<file path="config.mk">
export PLATFORM = sky130hd
export DESIGN_NAME = cswap
export DESIGN_NICKNAME = d
export VERILOG_FILES = /design/src/rtl/cswap.sv
export SDC_FILE = /design/constraint.sdc
export NUM_CORES = 1
export LEC_CHECK = 0
export ABC_AREA = 1
export BUFFER_PORTS_ARGS = -buffer_cell sky130_fd_sc_hd__buf_2
export CORE_AREA = 2 2 39 41
export DETAILED_ROUTE_END_ITERATION = 7
export DIE_AREA = 0 0 41 43
export REMOVE_ABC_BUFFERS = 1
export SYNTH_ARGS = -nofsm -noshare
export SYNTH_HDL_FRONTEND = slang
export SYNTH_SLANG_ARGS = --single-unit
</file>
<file path="constraint.sdc">
create_clock -name clk -period 1 [get_ports clk]
set_clock_uncertainty 0.05 [all_clocks]
set_input_delay 0.2 -clock clk [delete_from_list [all_inputs] [get_ports clk]]
set_output_delay 0.2 -clock clk [all_outputs]
set_load 0.01 [all_outputs]
</file>
<file path="src/rtl/cswap.sv">
// ---------------------------------------------------------------------------
// cswap -- registered Fredkin (controlled-swap) gate
//
// A is the control bit. When A=1 the data operands B and C are exchanged,
// and when A=0 they pass straight through. The swap applies to every bit
// position under the one control bit. Each output comes directly from a
// flop, so no combinational path runs from any input to any output. The
// result appears exactly one cycle after a valid input, and the gate
// accepts a new input every cycle.
//
// Parameters
//   WIDTH       width of B, C, B1 and C1 (1..64)
//
// Ports
//   clk         rising-edge clock
//   rst_n       asynchronous active-low reset (the integrator synchronises
//               its deassertion)
//   in_valid    qualifies A, B and C this cycle
//   A           control: 1 = swap, 0 = pass through
//   B, C        data operands
//   out_valid   A1/B1/C1 hold a result produced from a valid input
//   A1          registered A
//   B1          registered (A ? C : B)
//   C1          registered (A ? B : C)
//   swap_count  saturating count of accepted inputs with A=1
//               (this port exists only with CSWAP_SWAP_COUNT_EN)
//
// Configuration
//   CSWAP_SWAP_COUNT_EN  when defined, adds the swap_count port and counter
// ---------------------------------------------------------------------------
module cswap #(
    parameter int WIDTH = 1
) (
    input  logic             clk,
    input  logic             rst_n,
    input  logic             in_valid,
    input  logic             A,
    input  logic [WIDTH-1:0] B,
    input  logic [WIDTH-1:0] C,
    output logic             out_valid,
    output logic             A1,
    output logic [WIDTH-1:0] B1,
    output logic [WIDTH-1:0] C1
`ifdef CSWAP_SWAP_COUNT_EN
    ,
    output logic [15:0]      swap_count
`endif
);

    logic             out_valid_q, out_valid_d;
    logic             a1_q, a1_d;
    logic [WIDTH-1:0] b1_q, b1_d;
    logic [WIDTH-1:0] c1_q, c1_d;

    // Next-state logic for the result registers. These registers hold their
    // value while in_valid is low. The valid flag simply follows in_valid,
    // which gives a one-cycle latency.
    always_comb begin
        out_valid_d = in_valid;
        a1_d        = a1_q;
        b1_d        = b1_q;
        c1_d        = c1_q;
        if (in_valid) begin
            a1_d = A;
            b1_d = A ? C : B;
            c1_d = A ? B : C;
        end
    end

    // Result registers. Reset clears them immediately, without waiting for
    // a clock edge.
    always_ff @(posedge clk or negedge rst_n) begin
        if (!rst_n) begin
            out_valid_q <= 1'b0;
            a1_q        <= 1'b0;
            b1_q        <= '0;
            c1_q        <= '0;
        end else begin
            out_valid_q <= out_valid_d;
            a1_q        <= a1_d;
            b1_q        <= b1_d;
            c1_q        <= c1_d;
        end
    end

    assign out_valid = out_valid_q;
    assign A1        = a1_q;
    assign B1        = b1_q;
    assign C1        = c1_q;

`ifdef CSWAP_SWAP_COUNT_EN
    logic [15:0] swap_count_q, swap_count_d;

    // Count each accepted swap. The counter sticks at all-ones rather than
    // wrapping back to zero.
    always_comb begin
        swap_count_d = swap_count_q;
        if (in_valid && A && (swap_count_q != 16'hFFFF)) begin
            swap_count_d = swap_count_q + 16'd1;
        end
    end

    // Counter register, cleared together with the result registers.
    always_ff @(posedge clk or negedge rst_n) begin
        if (!rst_n) begin
            swap_count_q <= 16'd0;
        end else begin
            swap_count_q <= swap_count_d;
        end
    end

    assign swap_count = swap_count_q;
`endif

endmodule

</file>
======== Word level (Yosys, flattened, before mapping) ========
Index checks and enable logic that the tools add are counted.
storage, ports and cells
  output and inout port bits .............. 4
  ROM bits ................................ 0
  bits in writable memories ............... 0
  input bits .............................. 6
  memories ................................ 0
  bits in registers ....................... 4
  logic and storage cells ................. 6
  latch bits .............................. 0
operators by class
  $lt $le $gt $ge ......................... 0
  reduce and logical (&&, ||, !) cells .... 0
  div/mod/pow operators ................... 0
  $add $sub $neg .......................... 0
  bitwise logic cells ..................... 0
  eq/ne operators ......................... 0
  muxes and demuxes ....................... 2
  $mul .................................... 0
  shift operators ......................... 0
operator list
  cell     count
  $mux W1  2

======== Depth between registers and ports, before layout ========
Gate-level depths: netlist of the first run.
  depth after elaboration ................. 1
  mapped depth ............................ 4
  mapped depth without buffers ............ 4

======== Worst setup path before layout of the first run ========
Ideal clock, no wire load.
  kind .................................... reg-to-reg
  start ................................... register, netlist name A1
  end ..................................... register a1_q (netlist: A1)
  period minus slack after synthesis ...... 0.677 ns
  required time ........................... 0.829 ns
  data arrival time ....................... 0.506 ns
  setup slack ............................. 0.323 ns
  library setup time ...................... 0.121 ns
  path buffers ............................ 0
  cell stages (with the launch flop) ...... 3
  cells stage by stage .................... dfrtp_1 > nand2_1 > o21ai_1
RTL lines
  element                 line  text
  end signal: assignment  75    a1_q <= 1'b0;
  end signal: assignment  80    a1_q <= a1_d;
  end: declaration        51    logic a1_q, a1_d;

======== Final worst setup path of the first run ========
  start ................................... register b1_q (netlist: B1)
  end ..................................... output port B1
RTL lines
  element                   line  text
  start: declaration        52    logic [WIDTH-1:0] b1_q, b1_d;
  start signal: assignment  76    b1_q <= '0;
  start signal: assignment  81    b1_q <= b1_d;
  end: declaration          42    output logic [WIDTH-1:0] B1,
No word-level cell between the ends.

==> metrics.yaml, run 1 <==
placed_cells: 45
wl_per_cell_um: 7.46
vias: 166
p_leak_nw: 0.168
relSlewSlack_pct: 92.9
cp_cell_sequence: "buf_2"
place.gp.congestion: 0.592
wl_um: 388
hold_violations: 0
cts_buffer_depth: 2
ir_drop_uv: 254
synth_area_leaders: "dfrtp_1 61%, nand2_1 21%, inv_1 6.9%"
p_per_area_nw_per_um2: 1600
syn_inst: 20
cp.arrival_ps: 740
die-area_um2: 1760
synth_top_cell_by_area: "dfrtp_1"
finalCriticalPeriod_ps: 987
die_y_um: 43
crit_family: "flip-flops"
drive_above_1_share_pct: 44.4
overflow: 0
clk_pin_slew_ps: 40
final_nets: 44
drcViolationCount: 0
cts_tree: "done"
slowest_delay_ps: 360
hold_path_class: "primary input to register"
grt_max_degree: 5
ys_seq_area_share_pct: 61.1
slowest_stage: "dfrtp_1"
synth.distinct_cells: 6
h-tree-depth: 1
start_util_pct: 11.8
slew_violations: 0
diodes: 0
finalCritPeriodShare_pct: 98.7
drtIter0Drc: 6
cts_buffers: 3
synth_warnings: 0
synth-async-reset-ratio_pct: 100
drt_first_pass_iters: 4
status: "finished, final reports clean"
place_ws_ps: 255
io_buffers: 9
rsz0062_at_grt: "yes"
cts.sinks: 4
grt_antenna_before_repair: 0
synth_top_area_share_pct: 61.1
cp.required_ps: 750
cap_viol_max_count: 0
nFillCells: 158
insertion_delay_ps: 230
avgSynthCellArea_um2: 8.20
start_kind: "register"
synth_area_um2: 164
power_mw: 0.464
synthMostInstantiatedCell: "nand2_1"
design_area_um2: 290
grt_pass1_vias: 173
max_freq_ghz: 1.01
io_pins: 10
stdcell_count: 52
coreArea_um2: 1380
die_w_um: 41
place_area_um2: 229
ys_seq_elements: 4
endpoint_kind: "primary output"
crit_type: "register to primary output"
grt_pass1_wl_um: 565
grt_use_total_pct: 5.52
worst_slew_pin_slew_ps: 106
cp_max_fo: 2
synth_edf_count: 0
critPathBufInv: 1
cts-root-buf: "clkbuf_4"
rows: 14
setup_viol: 0
synthTopCellsByCount: "9 x nand2_1, 4 x dfrtp_1, 3 x inv_1"
setup-tns-final_ps: 0
viasPerCell: 3.19
postRouteAntennaNets: 0
layout_setup_ws_ps: 12.7
synthFlopType: "dfrtp_1"
syn_to_final_growth_pct: 77.1
cell usage in the layout, fill, tap and decap left out:
cell           n
buf_2          8
buf_4          3
buf_6          1
clkbuf_4       3
dfrtp_1        4
dlygate4sd3_1  1
inv_1          3
inv_2          1
nand2_1        9
nand3_1        2
o21ai_1        1
layout make-up:
class / instances / area, um^2 / area share (%)
Timing Repair Buffer: 13 / 83.8 / 28.9
Tap cell: 16 / 20.0 / 6.90
Multi-Input combinational cell: 12 / 48.8 / 16.8
Clock buffer: 3 / 22.5 / 7.76
Sequential cell: 4 / 100 / 34.5
Inverter: 4 / 15.0 / 5.17
report_power, final:
part | leakage [nW] | switching [mW] | internal (mW)
clock network | 0.0138 | 0.0625 | 0.134
logic | 0.106 | 0.0373 | 0.0468
registers | 0.0478 | 0.00661 | 0.177
total | 0.168 | 0.106 | 0.358
worst paths after layout:
path                                  endpoint  slack [ps]  cells past startpoint            from
min in group asynchronous       C1$_DFFE_PN0P_         250                      2           rst_n
max in group asynchronous  out_valid$_DFF_PN0_         530                      2           rst_n
setup reg to reg                C1$_DFFE_PN0P_         220                      3  C1$_DFFE_PN0P_
setup / recovery                            B1          10                      1  B1$_DFFE_PN0P_
hold / removal             out_valid$_DFF_PN0_          70                      1        in_valid
hold reg to reg                 A1$_DFFE_PN0P_         510                      3  A1$_DFFE_PN0P_
cells by family after synthesis:
| family | after synthesis | share of synthesized area (%) |
|---|---|---|
| flops | 4 | 61.1 |
| compound gates | 1 | 3.05 |
| buf+inv | 4 | 9.16 |
| simple gates | 11 | 26.7 |
per-layer routing:
layer / vias to the layer above / global-route usage [%] / wire [um]
met1: 67 / 5.47 / 177
met5: - / 0 / 0
met4: 0 / 12.0 / 0
li1: 91 / - / -
met2: 8 / 6.25 / 176
met3: 0 / 0 / 35
state kept, by name, indices dropped and copies added, names as in the netlist:
register and cells:
out_valid 1, C1 1, A1 1, B1 1
per-stage QoR:
step	util (%)	hold WS [ps]
floorplan	-	-146
global placement	16.5	-45.3
detailed placement	16.5	-40.9
CTS	18.9	61.7
global route	21.0	78.0
finish	21.0	71.0
timing repair:
| item | 4_1_cts | 5_1_grt |
|---|---|---|
| hold buffers | 1 | 0 |
| buffers inserted | 0 | 3 |
| endpoints found under the hold margin | 4 | 0 |
| endpoints found under the setup margin | 0 | 3 |
| resized for setup | 0 | 1 |
Note: power is estimated with default switching activity, not from simulation.
==> run 2, diff against run 1 <==
==> constraint.sdc (replaced) <==
create_clock -name clk -period 0.87 [get_ports clk]
set_clock_uncertainty 0.05 [all_clocks]
set_input_delay 0.174 -clock clk [delete_from_list [all_inputs] [get_ports clk]]
set_output_delay 0.174 -clock clk [all_outputs]
set_load 0.01 [all_outputs]
==> metrics.yaml, run 2 (same netlist as run 1, synthesis figures left out) <==
drtIter0Drc: 6
ir_drop_uv: 293
slew_violations: 0
h-tree-depth: 1
status: "complete, but fails checks"
vias: 174
cp_max_fo: 2
layout_setup_ws_ps: -90.7
io_buffers: 9
die_y_um: 43
grt_pass1_wl_um: 593
finalCritPeriodShare_pct: 110
grt_use_total_pct: 5.72
drcViolationCount: 0
rows: 14
cts.sinks: 4
wl_um: 402
cp.arrival_ps: 740
coreArea_um2: 1380
crit_type: "register to primary output"
diodes: 0
postRouteAntennaNets: 0
power_mw: 0.543
cap_viol_max_count: 0
rsz0062_at_grt: "yes"
viasPerCell: 3.28
relSlewSlack_pct: 92.9
syn_to_final_growth_pct: 84.0
stdcell_count: 53
grt_pass1_vias: 182
drt_first_pass_iters: 4
finalCriticalPeriod_ps: 961
cts-root-buf: "clkbuf_4"
hold_path_class: "primary input to register"
violations: "negative setup slack"
cts_tree: "done"
setup_viol: 4
mostFrequentLayoutCells: "9 x nand2_1, 8 x buf_2, 4 x dfrtp_1"
cp.required_ps: 650
start_kind: "register"
max_freq_ghz: 1.04
setup-tns-final_ps: -323
insertion_delay_ps: 230
start_util_pct: 11.8
clk_pin_slew_ps: 40
final_nets: 45
hold_ws_ps: 45.1
grt_max_degree: 5
cp_cell_sequence: "buf_2"
crit_start: "B1$_DFFE_PN0P_"
io_pins: 10
wl_per_cell_um: 7.58
place.gp.congestion: 0.592
final_common_cell: "nand2_1"
overflow: 0
placed_cells: 45
critPathBufInv: 1
grt_antenna_before_repair: 0
p_leak_nw: 0.174
hold_violations: 0
crit_family: "flip-flops"
cts_buffer_depth: 2
die-area_um2: 1760
die_w_um: 41
endpoint_kind: "primary output"
slowest_delay_ps: 360
worst_slew_pin_slew_ps: 106
slowest_stage: "dfrtp_1"
cts_buffers: 3
drive_above_1_share_pct: 45.9
reg2reg_from: "A1$_DFFE_PN0P_"
worstHoldStart: "in_valid"
p_per_area_nw_per_um2: 1800
## run 2: cell types whose count changed in the layout (fill, tap and decap cells not counted)
| cell | before | now |
|---|---|---|
| buf_6 | 1 | 2 |
## run 2: metrics by stage
| step | worst slack [ps] | util [%] | area [um^2] |
|---|---|---|---|
| global route | -111 | 21.8 | 302 |
| floorplan | 193 | - | 164 |
| detailed placement | 151 | 16.5 | 229 |
| global placement | 157 | 16.5 | 229 |
| CTS | -103 | 20.0 | 277 |
| finish | -90.7 | 21.8 | 302 |
## run 2: worst paths after layout
| check | endpoint | slack (ps) | cells after the start |
|---|---|---|---|
| max | B1 | -90 | 1 |
| min | out_valid$_DFF_PN0_ | 50 | 1 |
| max reg2reg | A1$_DFFE_PN0P_ | 20 | 4 |
| min reg2reg | B1$_DFFE_PN0P_ | 520 | 3 |
| max in group asynchronous | out_valid$_DFF_PN0_ | 420 | 2 |
| min in group asynchronous | C1$_DFFE_PN0P_ | 230 | 2 |
## run 2: final cells by class
type | count | area [um^2]
clock buffer | 3 | 22.5
fill | 160 | 1080
inverter | 4 | 15.0
multi-input combinational | 12 | 48.8
sequential | 4 | 100
tap | 16 | 20.0
timing repair buffer | 14 | 95.1
## run 2: routing by layer
metal	vias to the layer above	routed length (um)	GRT usage (%)
met5	-	0	0
met4	0	0	12.0
met3	0	38	0
met2	10	183	6.88
met1	69	180	5.47
li1	95	-	-
## run 2: repair_timing
action | 4_1_cts | 5_1_grt
hold endpoints to repair | 4 | 0
buffers inserted | 2 | 2
endpoints found under the setup margin | 4 | 4
resized for setup | 0 | 2
hold buffers | 1 | 0
## run 2: power breakdown
group	switching (mW)	internal, mW	total (mW)	leakage, nW
clock network	0.0719	0.154	0.226	0.0138
logic	0.0451	0.0612	0.106	0.112
registers	0.00751	0.204	0.211	0.0478
total	0.125	0.419	0.543	0.174
